==> src/rtl/memory_access.sv <==
// memory_access
// RV32 memory stage. Decodes the EX/MEM instruction, issues loads and stores
// on a req/ready data bus, extends load data and registers the MEM/WB fields.
// A legal aligned access is issued from IDLE. The stage then waits in REQ until
// the slave answers, and o_mem_stall freezes the upstream stages meanwhile.
//
// Optional build macro: MEM_BUS_TIMEOUT_EN
//   When this macro is defined, a REQ that receives no ready within
//   TIMEOUT_CYCLES enabled cycles is aborted, and the instruction leaves the
//   stage with o_mem_bus_err set. When it is undefined, REQ waits forever and
//   o_mem_bus_err stays 0.
//
// Ports
//   clk, rst_n, clk_en          clock, synchronous active-low reset, clock enable
//   i_ex_*                      EX/MEM pipeline register outputs
//   o_dmem_*, i_dmem_*          data-memory bus (word-aligned address, byte enables)
//   o_mem_stall                 combinational freeze of EX/MEM and upstream
//   o_mem_*                     MEM/WB pipeline register outputs
//
// State table
//   state    | meaning
//   ST_IDLE  | no access outstanding; the EX/MEM instruction is decoded every cycle
//   ST_REQ   | request issued; bus outputs frozen; waiting for i_dmem_ready

module memory_access #(
    parameter int DATA_WIDTH     = 32,
    parameter int REG_ADDR_WIDTH = 5,
    parameter int TIMEOUT_CYCLES = 16
) (
    input  logic                      clk,
    input  logic                      rst_n,
    input  logic                      clk_en,
    input  logic                      i_ex_mem_to_reg,
    input  logic                      i_ex_reg_wr,
    input  logic                      i_ex_mem_rd,
    input  logic                      i_ex_mem_wr,
    input  logic                      i_ex_result_src,
    input  logic [REG_ADDR_WIDTH-1:0] i_ex_reg_destination,
    input  logic [2:0]                i_ex_funct3,
    input  logic [DATA_WIDTH-1:0]     i_ex_pc_plus_4,
    input  logic [DATA_WIDTH-1:0]     i_ex_alu_result,
    input  logic [DATA_WIDTH-1:0]     i_ex_data2,
    output logic                      o_dmem_req,
    output logic                      o_dmem_we,
    output logic [DATA_WIDTH-1:0]     o_dmem_addr,
    output logic [DATA_WIDTH-1:0]     o_dmem_wdata,
    output logic [3:0]                o_dmem_be,
    input  logic                      i_dmem_ready,
    input  logic [DATA_WIDTH-1:0]     i_dmem_rdata,
    output logic                      o_mem_stall,
    output logic                      o_mem_mem_to_reg,
    output logic                      o_mem_reg_wr,
    output logic                      o_mem_result_src,
    output logic [REG_ADDR_WIDTH-1:0] o_mem_reg_destination,
    output logic [DATA_WIDTH-1:0]     o_mem_read_data,
    output logic [DATA_WIDTH-1:0]     o_mem_alu_result,
    output logic [DATA_WIDTH-1:0]     o_mem_pc_plus_4,
    output logic                      o_mem_misaligned,
    output logic                      o_mem_bus_err
);

    localparam logic [2:0] F3_B  = 3'b000;
    localparam logic [2:0] F3_H  = 3'b001;
    localparam logic [2:0] F3_W  = 3'b010;
    localparam logic [2:0] F3_BU = 3'b100;
    localparam logic [2:0] F3_HU = 3'b101;

    typedef enum logic {
        ST_IDLE = 1'b0,
        ST_REQ  = 1'b1
    } state_t;

    state_t state;
    state_t state_next;

    logic                  mem_op;
    logic                  is_store;
    logic                  size_legal;
    logic                  aligned;
    logic                  access;
    logic                  bad_access;
    logic [1:0]            addr_lo;
    logic [3:0]            be_calc;
    logic [DATA_WIDTH-1:0] wdata_calc;

    logic                  bus_timeout;
    logic                  mem_stall;

    logic [1:0]            lane_q;
    logic [2:0]            funct3_q;
    logic [DATA_WIDTH-1:0] lane_data;
    logic [DATA_WIDTH-1:0] load_ext;

    // ------------------------------------------------------------------
    // Access decode
    // ------------------------------------------------------------------
    assign mem_op   = i_ex_mem_rd | i_ex_mem_wr;
    assign is_store = i_ex_mem_wr;
    assign addr_lo  = i_ex_alu_result[1:0];

    always_comb begin
        size_legal = 1'b0;
        aligned    = 1'b1;
        be_calc    = 4'b0000;
        wdata_calc = i_ex_data2;
        case (i_ex_funct3)
            F3_B, F3_BU: begin
                // A store has no unsigned form, so BU is legal only for a load.
                size_legal = !(is_store && (i_ex_funct3 == F3_BU));
                be_calc    = 4'b0001 << addr_lo;
                wdata_calc = {4{i_ex_data2[7:0]}};
            end
            F3_H, F3_HU: begin
                size_legal = !(is_store && (i_ex_funct3 == F3_HU));
                aligned    = !addr_lo[0];
                be_calc    = 4'b0011 << addr_lo;
                wdata_calc = {2{i_ex_data2[15:0]}};
            end
            F3_W: begin
                size_legal = 1'b1;
                aligned    = (addr_lo == 2'b00);
                be_calc    = 4'b1111;
            end
            default: ;
        endcase
    end

    assign access     = mem_op & size_legal & aligned;
    assign bad_access = mem_op & !(size_legal & aligned);

    // ------------------------------------------------------------------
    // Optional bus timeout
    // ------------------------------------------------------------------
`ifdef MEM_BUS_TIMEOUT_EN
    localparam int CNT_W = $clog2(TIMEOUT_CYCLES + 1);

    logic [CNT_W-1:0] req_cnt;

    // The count is held at zero in IDLE, so it is cleared when REQ is entered.
    always_ff @(posedge clk) begin
        if (!rst_n) begin
            req_cnt <= '0;
        end else if (clk_en) begin
            if (state == ST_IDLE) begin
                req_cnt <= '0;
            end else begin
                req_cnt <= req_cnt + CNT_W'(1);
            end
        end
    end

    // The abort fires in the last allowed REQ cycle. Stall drops in that same
    // cycle, so the instruction leaves the stage with the error flag.
    assign bus_timeout = (state == ST_REQ) && !i_dmem_ready &&
                         (req_cnt == CNT_W'(TIMEOUT_CYCLES - 1));
`else
    logic timeout_cfg_unused;
    assign timeout_cfg_unused = (TIMEOUT_CYCLES > 0);
    assign bus_timeout        = 1'b0;
`endif

    // ------------------------------------------------------------------
    // FSM
    // ------------------------------------------------------------------
    always_ff @(posedge clk) begin
        if (!rst_n) begin
            state <= ST_IDLE;
        end else if (clk_en) begin
            state <= state_next;
        end
    end

    always_comb begin
        state_next = state;
        mem_stall  = 1'b0;
        case (state)
            ST_IDLE: begin
                mem_stall = access;
                if (access) begin
                    state_next = ST_REQ;
                end
            end
            ST_REQ: begin
                mem_stall = !i_dmem_ready && !bus_timeout;
                if (i_dmem_ready || bus_timeout) begin
                    state_next = ST_IDLE;
                end
            end
            default: begin
                state_next = ST_IDLE;
            end
        endcase
    end

    assign o_mem_stall = mem_stall;

    // ------------------------------------------------------------------
    // Bus request registers
    // ------------------------------------------------------------------
    always_ff @(posedge clk) begin
        if (!rst_n) begin
            o_dmem_req   <= 1'b0;
            o_dmem_we    <= 1'b0;
            o_dmem_addr  <= '0;
            o_dmem_wdata <= '0;
            o_dmem_be    <= 4'b0000;
            lane_q       <= 2'b00;
            funct3_q     <= 3'b000;
        end else if (clk_en) begin
            if ((state == ST_IDLE) && access) begin
                o_dmem_req   <= 1'b1;
                o_dmem_we    <= is_store;
                o_dmem_addr  <= {i_ex_alu_result[DATA_WIDTH-1:2], 2'b00};
                o_dmem_wdata <= wdata_calc;
                o_dmem_be    <= be_calc;
                lane_q       <= addr_lo;
                funct3_q     <= i_ex_funct3;
            end else if ((state == ST_REQ) && (i_dmem_ready || bus_timeout)) begin
                o_dmem_req <= 1'b0;
            end
        end
    end

    // ------------------------------------------------------------------
    // Load extension. The lane and size come from the latched request,
    // so the result does not depend on the held EX inputs.
    // ------------------------------------------------------------------
    always_comb begin
        lane_data = i_dmem_rdata >> {lane_q, 3'b000};
        load_ext  = lane_data;
        case (funct3_q)
            F3_B:    load_ext = {{(DATA_WIDTH-8){lane_data[7]}}, lane_data[7:0]};
            F3_BU:   load_ext = {{(DATA_WIDTH-8){1'b0}}, lane_data[7:0]};
            F3_H:    load_ext = {{(DATA_WIDTH-16){lane_data[15]}}, lane_data[15:0]};
            F3_HU:   load_ext = {{(DATA_WIDTH-16){1'b0}}, lane_data[15:0]};
            default: load_ext = lane_data;
        endcase
    end

    // ------------------------------------------------------------------
    // MEM/WB register
    // ------------------------------------------------------------------
    always_ff @(posedge clk) begin
        if (!rst_n) begin
            o_mem_mem_to_reg      <= 1'b0;
            o_mem_reg_wr          <= 1'b0;
            o_mem_result_src      <= 1'b0;
            o_mem_reg_destination <= '0;
            o_mem_read_data       <= '0;
            o_mem_alu_result      <= '0;
            o_mem_pc_plus_4       <= '0;
            o_mem_misaligned      <= 1'b0;
            o_mem_bus_err         <= 1'b0;
        end else if (clk_en) begin
            if (mem_stall) begin
                // Bubble: kill the write and the flags and keep the data fields.
                o_mem_reg_wr     <= 1'b0;
                o_mem_misaligned <= 1'b0;
                o_mem_bus_err    <= 1'b0;
            end else begin
                o_mem_mem_to_reg      <= i_ex_mem_to_reg;
                o_mem_result_src      <= i_ex_result_src;
                o_mem_reg_destination <= i_ex_reg_destination;
                o_mem_alu_result      <= i_ex_alu_result;
                o_mem_pc_plus_4       <= i_ex_pc_plus_4;
                o_mem_reg_wr          <= i_ex_reg_wr & !bad_access & !bus_timeout;
                o_mem_misaligned      <= bad_access;
                o_mem_bus_err         <= bus_timeout;
                if ((state == ST_REQ) && i_dmem_ready && !o_dmem_we) begin
                    o_mem_read_data <= load_ext;
                end else begin
                    o_mem_read_data <= '0;
                end
            end
        end
    end

endmodule

==> config.mk <==
export PLATFORM = sky130hd
export DESIGN_NAME = memory_access
export DESIGN_NICKNAME = d
export VERILOG_FILES = /design/src/rtl/memory_access.sv
export SDC_FILE = /design/constraint.sdc
export NUM_CORES = 1
export LEC_CHECK = 0
export CORE_ASPECT_RATIO = 0.9
export CORE_MARGIN = 3
export CORE_UTILIZATION = 48
export CTS_BUF_LIST = sky130_fd_sc_hd__clkbuf_8
export CTS_CLUSTER_DIAMETER = 50
export DETAILED_ROUTE_END_ITERATION = 16
export HOLD_SLACK_MARGIN = 0.03
export PLACE_DENSITY = 0.91
export SLEW_MARGIN = 10
export SYNTH_ARGS = -nofsm -noshare
export SYNTH_HDL_FRONTEND = slang
export SYNTH_SLANG_ARGS = --single-unit
==> constraint.sdc <==
create_clock -name clk -period 4.58 [get_ports clk]
set_input_delay 0.458 -clock clk [delete_from_list [all_inputs] [get_ports clk]]
set_output_delay 0.458 -clock clk [all_outputs]
set_load 0.02 [all_outputs]
-- Word-level counts from Yosys, hierarchy flattened
Cells that the tools add are included.
- register bits: 179
- bits in latches: 0
- RAM bits: 0
- ROM bits: 0
- input port bits: 145
- output and inout port bits: 177
- word-level logic and storage cells: 69
- memories: 0
- add/subtract/negate cells: 0
- $mul: 0
- div/mod/pow operators: 0
- order comparisons: 0
- equality and inequality tests: 7
- shift-type cells: 3
- multiplexer cells: 14
- bitwise gates (word level): 8
- reductions and logical operators: 21
- operators by type and width (kind ; count):
    $pmux 32 s4 ; 1
    $pmux 32 s2 ; 1
    $mux 32 ; 1
    $shr 32x5->32 ; 1
    $eq 3x3->1 const B ; 4
    $pmux 4 s3 ; 1
    $logic_not 1->1 ; 7
    $eq 3x1->1 const B ; 2
    $logic_not 3->1 ; 2
    $mux 1 ; 6
    $pmux 1 s2 ; 3
    $reduce_and 2->1 ; 3
    $and 1x1->1 ; 5
    $logic_and 1x1->1 ; 5
    $reduce_or 2->1 ; 2
    $shl 1x2->4 const A ; 1
    $shl 2x2->4 const A ; 1
    $eq 3x2->1 const B ; 1
    $pmux 1 s3 ; 1
    $logic_not 2->1 ; 1
    $not 1->1 ; 2
    $reduce_bool 2->1 ; 1
    $or 1x1->1 ; 1

-- Depth between registers and ports, before layout
Gate-level depths: netlist of run 1.
- depth after elaboration: 10
- mapped depth: 8
- depth with buffers taken out: 4

-- Worst setup path before layout of run 1
No wires, ideal clock.
- path kind: input port to output port
- start: input port i_ex_funct3[0]
- end: output port o_mem_stall
- arrival time: 2113 ps
- data required time: 4122 ps
- setup slack: 2009 ps
- cell stages on the path: 7
- path buffers: 4
- path through: or4_1 -> clkbuf_1 -> a211o_1 -> clkbuf_1 -> buf_2 -> clkbuf_1 -> nand2_1
- word-level cells in the longest chain between the ends: 7
- elaborated cells between the ends (all ways): 16
- those cells by class: eq/ne: 4; mux: 3; bitwise: 2; reduce/logical: 7
- RTL lines (item ; RTL line ; text):
    start: declaration ; 39 ; input logic [2:0] i_ex_funct3,
    $eq 3x3->1 (on tied branches) ; 106, 114, 109 ;
    $logic_and 1x1->1 (on tied branches) ; 114, 109 ;
    $logic_not 1->1 (on tied branches) ; 114, 109 ;
    $pmux 1 s3 ; 106 ; case (i_ex_funct3)
    $and 1x1->1 ; 128 ; assign access = mem_op & size_legal & aligned;
    $and 1x1->1 (*) ; 128 ;
    $pmux 1 s2 (*) ; 176 ; case (state)
    end: declaration ; 50 ; output logic o_mem_stall,
Every way passes the cells marked *; elsewhere a longest branch is shown, timed or not.

-- Final worst setup path of run 1
Ends and elaborated chain as after synthesis.

==> impl_metrics.csv, run 1 <==
group,metric,value,unit
clock_tree,worst_case_clock_buffer_depth,2,
clock_tree,worst_setup_hold_path_clk_slew,0.09,ns
logic_synthesis,synth_cell_types,45,
timing,fin_skew,0.01410,ns
routing,drc,0,
logic_synthesis,synth_edf_count,0,
clock_tree,cts_hold_buffers,0,
clock_tree,clock-root-buffer,"sky130_fd_sc_hd__clkbuf_8",
logic_synthesis,yosys_warnings,0,
grt,grt_pass1_vias,7723,
setup_path,critPathMaxFanout,23,
logic_synthesis,synth_area,0.007664,mm2
setup_path,setup.worst_path.end,"o_mem_stall",
clock_tree,cts_buffers,17,
placed_design,globalplace.congestion,0.8639,
pwr,leakage,0.003735,uW
setup_path,cpLargestDelayFamily,"buffers and inverters",
floorplan,start_util,49.29,%
setup_path,crit_path_start,"i_ex_funct3[0]",
clock_tree,cts_resized,0,
setup_path,critical_path_buf_inv_count,3,
grt,grt.overflow.total,0,
logic_synthesis,synth_area_per_cell,8.093,um2
timing,report.final.slew_viol_count,0,
grt,groute.layer.met3.usage,9.719,%
timing,final_hold_viol_count,0,
routing,wire_per_inst,18.46,um
routing,dr.first_iter.drc_count,514,
grt,grt_max_degree,97,
floorplan,die_w,139.2,um
setup_path,worst-r2r-setup-slack,2.11,ns
routing,postRouteAntennaNets,0,
floorplan,floorplan.die_area,0.01752,mm2
cells_and_area,final_core_utilization,72.03,%
timing,achievable_clock_frequency,0.2986,GHz
timing,period_needed,3.349,ns
timing,maxSlewHeadroom,26.60,%
pwr,power.ir.vdd_worst,0.2710,mV
timing,setup-tns-final,0,ns
grt,first_pass_grt_wire_length,40.35,mm
floorplan,design.portCount,322,
setup_path,required,4.12,ns
setup_path,worst_path_max_delay_cell,"sky130_fd_sc_hd__or4_1",
setup_path,timing.critical_path.from_type,"input port",
setup_path,crit_top_cell,"sky130_fd_sc_hd__clkdlybuf4s50_1",
logic_synthesis,synth_flop_cell,"sky130_fd_sc_hd__dfxtp_1",
placed_design,io_buffers,318,
grt,met2_usage,48.36,%
timing,worst-slew-pin-transition,1.084,ns
setup_path,path_class,"in2out",
timing,unrepaired_setup_endpoints_after_global_routing,"false",
clock_tree,cts.repair_timing.setup_buffer_count,0,
logic_synthesis,synth.area.top_cells,"sky130_fd_sc_hd__dfxtp_1 (47%), sky130_fd_sc_hd__a21oi_1 (8.8%), sky130_fd_sc_hd__nand2_1 (7.1%), sky130_fd_sc_hd__o21ai_0 (6.8%), sky130_fd_sc_hd__mux2i_1 (6.0%)",
setup_path,worst_path_largest_cell_delay,0.71,ns
setup_path,critical_path.cell_chain,"clkdlybuf4s50_1, buf_4, or4_1, a211o_2, nand2_1, clkdlybuf4s50_1",
setup_path,crit-reg2reg-launch,"state",
routing,vias_per_cell,5.737,
placed_design,detailed_place_hpwl,17.64,mm
cells_and_area,drive_gt1_share,4.459,%
setup_path,critical_path_depth,6,
worst_hold_path,timing.hold.worst.class,"reg2reg",
grt,met1_track_demand_over_resource_in_global_routing,32.68,%
routing,via_count,8107,
status,outcome,"finished clean",
cells_and_area,area.growth.synth_to_final,46.14,%
setup_path,ff2ff_path_depth,4,
timing,post-route-period-util,73.13,%
routing,postRouteWirelength,26.09,mm
clock_tree,clock_latency,0.46,ns
cells_and_area,antenna-diode-count,0,
grt,antenna_found_initial,0,
floorplan,die_y,125.9,um
timing,timing.final.setup_violations,0,
logic_synthesis,syn-instance-count,947,
floorplan,core_area,0.01555,mm2
clock_tree,cts_max_level,4,
logic_synthesis,ys_seq_elements,179,
logic_synthesis,synth_seq_area_share,46.76,%
grt,overall_track_demand_over_capacity_in_global_routing,28.38,%
job,maxCapViolCount,0,
clock_tree,clock_tree_from_tritoncts,"yes",
pwr,p_per_area,305.8,mW/mm2
setup_path,critPathArrivalTime,2.89,ns
logic_synthesis,synth_largest_area_cell,"sky130_fd_sc_hd__dfxtp_1",
floorplan,fp-row-count,43,
logic_synthesis,fraction_of_post_synthesis_cell_area_in_the_top_cell_type_by_area,46.76,%
clock_tree,cts.sinks,179,
logic_synthesis,synth_async_sr_flop_share,0,%
setup_path,endpoint_kind,"primary output",
grt,grt_most_used_layer,"met2",
setup_path,worst_r2r_endpoint,"o_mem_read_data[29]",
cells_and_area,num-nets-final,1344,
routing,detailedRoute.firstPassIterationCount,5,
cell families after synthesis:
logic type	count (synthesis)	synth area share, %
DFF	179	46.76
and+or+nand+nor	308	18.35
buffers and inverters	103	5.437
AOI/OAI and AO/OA	308	23.10
muxes	48	6.302
other	1	0.04893
placed cells by master, fill, tap and decap left out, types with 15 or more instances in the layout:
cell	synthesis	final
sky130_fd_sc_hd__clkdlybuf4s50_1	0	318
sky130_fd_sc_hd__dfxtp_1	179	179
sky130_fd_sc_hd__nand2_1	145	144
sky130_fd_sc_hd__a21oi_1	135	135
sky130_fd_sc_hd__o21ai_0	104	104
sky130_fd_sc_hd__nand3_1	72	72
sky130_fd_sc_hd__mux2i_1	46	46
sky130_fd_sc_hd__nor2_1	29	29
sky130_fd_sc_hd__nand4_1	22	22
sky130_fd_sc_hd__clkbuf_8	0	19
sky130_fd_sc_hd__o22ai_1	15	15
worst min-delay path, stage by stage (launching register included):
cell                      delay, ns
sky130_fd_sc_hd__dfxtp_1       0.32
sky130_fd_sc_hd__nand2_1       0.05
sky130_fd_sc_hd__a21oi_1       0.05
routing by layer:
| metal | up-vias | part of all wire (%) | routed length (um) |
|---|---|---|---|
| met5 | - | 0 | 0 |
| met4 | 0 | 3.5 | 925 |
| met3 | 59 | 9.5 | 2481 |
| met2 | 403 | 48 | 12580 |
| met1 | 3775 | 39 | 10100 |
| li1 | 3870 | - | - |
cells in the mapped netlist (6+ instances only):
cell	n
sky130_fd_sc_hd__dfxtp_1	179
sky130_fd_sc_hd__nand2_1	145
sky130_fd_sc_hd__a21oi_1	135
sky130_fd_sc_hd__o21ai_0	104
sky130_fd_sc_hd__nand3_1	72
sky130_fd_sc_hd__clkbuf_1	67
sky130_fd_sc_hd__mux2i_1	46
sky130_fd_sc_hd__nor2_1	29
sky130_fd_sc_hd__nand4_1	22
sky130_fd_sc_hd__buf_1	21
sky130_fd_sc_hd__o22ai_1	15
sky130_fd_sc_hd__nor3_1	11
sky130_fd_sc_hd__a211oi_1	9
sky130_fd_sc_hd__a32o_1	9
sky130_fd_sc_hd__a21boi_0	8
sky130_fd_sc_hd__a311oi_1	8
sky130_fd_sc_hd__nand3b_1	8
sky130_fd_sc_hd__nor4_1	8
sky130_fd_sc_hd__o211ai_1	7
sky130_fd_sc_hd__buf_2	6
sky130_fd_sc_hd__buf_4	6
final cells by class:
type / instances / area (um2)
flip-flops and latches: 179 / 3583
fillers: 1199 / 4349
multi-input cells: 667 / 3686
inverters: 3 / 13.76
clock inverters: 12 / 108.9
clock buffers: 19 / 261.5
well taps: 202 / 252.7
repair buffers: 331 / 3293
metrics by stage:
stage	setup slack (ns)	hold WS [ns]	area, um2	cells	power [uW]
2_1_floorplan	2.009	0.4903	7671	949	2066
3_3_place_gp	1.153	0.4404	10830	1382	2416
3_5_place_dp	1.074	0.4477	10830	1382	2430
4_1_cts	1.231	0.4604	11200	1413	3440
5_1_grt	1.152	0.4722	11200	1413	3575
6_report	1.231	0.4598	11200	1413	3425
how the worst min path moves through the flow:
| stage | startpoint | endpoint | slack (ns) | cells past startpoint |
|---|---|---|---|---|
| final | o_dmem_addr[7] | o_dmem_addr[7] | 0.46 | 2 |
| after global routing | o_dmem_wdata[1] | o_dmem_wdata[1] | 0.47 | 2 |
| after CTS | o_dmem_wdata[28] | o_dmem_wdata[28] | 0.46 | 2 |
| after detailed placement | o_dmem_addr[7] | o_dmem_addr[7] | 0.45 | 2 |
| after global placement | o_dmem_wdata[1] | o_dmem_wdata[1] | 0.44 | 2 |
| after floorplan | funct3_q[0] | funct3_q[0] | 0.49 | 2 |
where the power goes:
part	internal [uW]	switching, uW	total [uW]
Sequential	1630	40.0	1670
Clock	456	567	1020
Combinational	329	403	731
Note: power is estimated with default switching activity, not from simulation.
==> run 2, diff against run 1 <==
--- a/config.mk
+++ b/config.mk
@@ -7,12 +7,12 @@
 export LEC_CHECK = 0
 export CORE_ASPECT_RATIO = 0.9
 export CORE_MARGIN = 3
-export CORE_UTILIZATION = 48
+export CORE_UTILIZATION = 44
 export CTS_BUF_LIST = sky130_fd_sc_hd__clkbuf_8
 export CTS_CLUSTER_DIAMETER = 50
 export DETAILED_ROUTE_END_ITERATION = 16
 export HOLD_SLACK_MARGIN = 0.03
-export PLACE_DENSITY = 0.91
+export PLACE_DENSITY = 0.84
 export SLEW_MARGIN = 10
 export SYNTH_ARGS = -nofsm -noshare
 export SYNTH_HDL_FRONTEND = slang
==> constraint.sdc (replaced) <==
create_clock -name clk -period 3.4 [get_ports clk]
set_input_delay 0.34 -clock clk [delete_from_list [all_inputs] [get_ports clk]]
set_output_delay 0.34 -clock clk [all_outputs]
set_load 0.02 [all_outputs]
==> impl_metrics.csv, run 2 (same netlist as run 1, synthesis figures left out) <==
group,metric,value,unit
grt,grt_max_degree,97,
floorplan,floorplan.die_area,0.01904,mm2
cells_and_area,num-nets-final,1349,
cells_and_area,commonest_non_fill_non_tap_cells_in_the_layout,"sky130_fd_sc_hd__clkdlybuf4s50_1 (318), sky130_fd_sc_hd__dfxtp_1 (179), sky130_fd_sc_hd__nand2_1 (144)",
timing,report.final.slew_viol_count,0,
timing,worst-slew-pin-transition,1.104,ns
grt,overall_track_demand_over_capacity_in_global_routing,26.39,%
cells_and_area,leading_cell_type_in_the_layout_fill_and_taps_excluded,"sky130_fd_sc_hd__clkdlybuf4s50_1",
timing,achievable_clock_frequency,0.3234,GHz
timing,post-route-period-util,90.94,%
routing,dr.first_iter.drc_count,691,
setup_path,critPathMaxFanout,6,
worst_hold_path,timing.hold.worst.class,"in2reg",
clock_tree,clock_latency,0.46,ns
floorplan,start_util,45.22,%
worst_hold_path,hp-start,"i_ex_result_src",
floorplan,die_w,145.1,um
pwr,leakage,0.003792,uW
routing,postRouteWirelength,26.39,mm
pwr,power.share.combinational,21.5,%
clock_tree,clock_tree_from_tritoncts,"yes",
clock_tree,clock-root-buffer,"sky130_fd_sc_hd__clkbuf_8",
timing,period_needed,3.092,ns
floorplan,core_area,0.01695,mm2
setup_path,worst-r2r-setup-slack,0.86,ns
setup_path,path_class,"in2out",
cells_and_area,drive_gt1_share,5.012,%
pwr,switching_power,1465,uW
placed_design,globalplace.congestion,0.8893,
pwr,clkPwrFrac,30.2,%
pwr,power.ir.vdd_worst,0.3970,mV
clock_tree,cts_resized,0,
timing,fin_skew,0.01321,ns
routing,vias_per_cell,5.658,
cells_and_area,antenna-diode-count,0,
placed_design,detailed_place_hpwl,18.12,mm
routing,postRouteAntennaNets,0,
timing,setup-tns-final,0,ns
grt,grt.overflow.total,0,
routing,detailedRoute.firstPassIterationCount,5,
grt,antenna_found_initial,0,
routing,via_count,8216,
floorplan,design.portCount,322,
setup_path,endpoint_kind,"primary output",
timing,unrepaired_setup_endpoints_after_global_routing,"false",
timing,maxSlewHeadroom,26.41,%
setup_path,ff2ff_path_depth,4,
timing,post-route-worst-setup-slack,0.3081,ns
clock_tree,cts_max_level,4,
job,maxCapViolCount,0,
timing,timing.final.setup_violations,0,
clock_tree,worst_case_clock_buffer_depth,2,
clock_tree,worst_setup_hold_path_clk_slew,0.11,ns
pwr,p_int,3194,uW
pwr,p_per_area,411.0,mW/mm2
pwr,seq_power_share,48.3,%
setup_path,crit-reg2reg-launch,"state",
clock_tree,cts_buffers,17,
grt,first_pass_grt_wire_length,41.10,mm
routing,drc,0,
worst_hold_path,hold-path-cell-count,3,
clock_tree,cts.sinks,179,
floorplan,fp-row-count,45,
placed_design,preCtsSetupSlack,-0.05878,ns
grt,grt_pass1_vias,7522,
routing,wire_per_inst,18.17,um
setup_path,worst_r2r_endpoint,"o_mem_read_data[30]",
cells_and_area,area.growth.synth_to_final,47.92,%
setup_path,critPathArrivalTime,2.75,ns
worst_hold_path,worst_hold_path.endpoint,"o_mem_result_src",
cells_and_area,fillerInstances,1415,
setup_path,timing.critical_path.from_type,"input port",
timing,final_hold_viol_count,0,
status,outcome,"finished clean",
setup_path,required,3.06,ns
clock_tree,cts.repair_timing.setup_buffer_count,0,
placed_design,io_buffers,318,
floorplan,die_y,131.2,um
pwr,switching_fraction_of_total_power,31.45,%
clock_tree,cts_hold_buffers,0,
## run 2: changes by cell type in the layout (fill, tap and decap cells not counted), sizes merged
cell	before	now
clkinvlp	4	0
clkinv	4	5
clkbuf	19	17
bufinv	1	0
buf	13	18
inv	6	13
## run 2: area by class of cell
class,count,area [um2],area share (%)
Sequential cell,179,3583,31.61
Tap cell,235,294.0,2.594
Multi-Input combinational cell,667,3694,32.58
Clock buffer,17,234.0,2.064
Timing Repair Buffer,336,3381,29.82
Inverter,3,13.76,0.1214
Clock inverter,15,136.4,1.203
## run 2: worst max-delay path by stage
stage                                  start             endpoint  slack (ns)
after floorplan               i_ex_funct3[0]          o_mem_stall        1.06
after global placement        i_ex_funct3[0]  o_mem_read_data[31]        0.01
after detailed placement      i_ex_funct3[0]  o_mem_read_data[30]       -0.06
after CTS                 i_ex_alu_result[0]          o_mem_stall        0.33
after global routing      i_ex_alu_result[0]          o_mem_stall        0.25
final                     i_ex_alu_result[0]          o_mem_stall        0.31
## run 2: critical path: stages
cell and delay, ns:
sky130_fd_sc_hd__clkdlybuf4s50_1 0.52, sky130_fd_sc_hd__or4_1 0.75, sky130_fd_sc_hd__a211o_4 0.40, sky130_fd_sc_hd__nand2_1 0.08, sky130_fd_sc_hd__clkdlybuf4s50_1 0.66
## run 2: per-stage QoR
step           total power (uW)  instance area [um2]  hold WS (ns)  utilization [%]  std cells
6_report                   4659                11340        0.4247            66.89       1452
2_1_floorplan              2783                 7671        0.4760                -        949
5_1_grt                    4862                11340        0.3989            66.89       1452
4_1_cts                    4686                11340        0.3903            66.89       1452
3_5_place_dp               3293                10970        0.4458            64.70       1420
3_3_place_gp               3280                10970        0.4410            64.70       1420
## run 2: per-layer routing
metal | global-route usage [%] | part of all wire [%] | up-vias
met5 | 0 | 0 | -
met1 | 32.29 | 39 | 3882
li1 | - | - | 3896
met3 | 8.931 | 9.4 | 63
met4 | 11.76 | 4.4 | 0
met2 | 42.34 | 47 | 375
## run 2: power groups by stage
| stage | logic, uW | clock network, uW | registers [uW] |
|---|---|---|---|
| 3_3_place_gp | 986 | 0 | 2290 |
| 3_5_place_dp | 995 | 0 | 2300 |
| 4_1_cts | 999 | 1440 | 2250 |
| 5_1_grt | 1070 | 1530 | 2260 |
| 2_1_floorplan | 376 | 0 | 2410 |
| 6_report | 1000 | 1410 | 2250 |
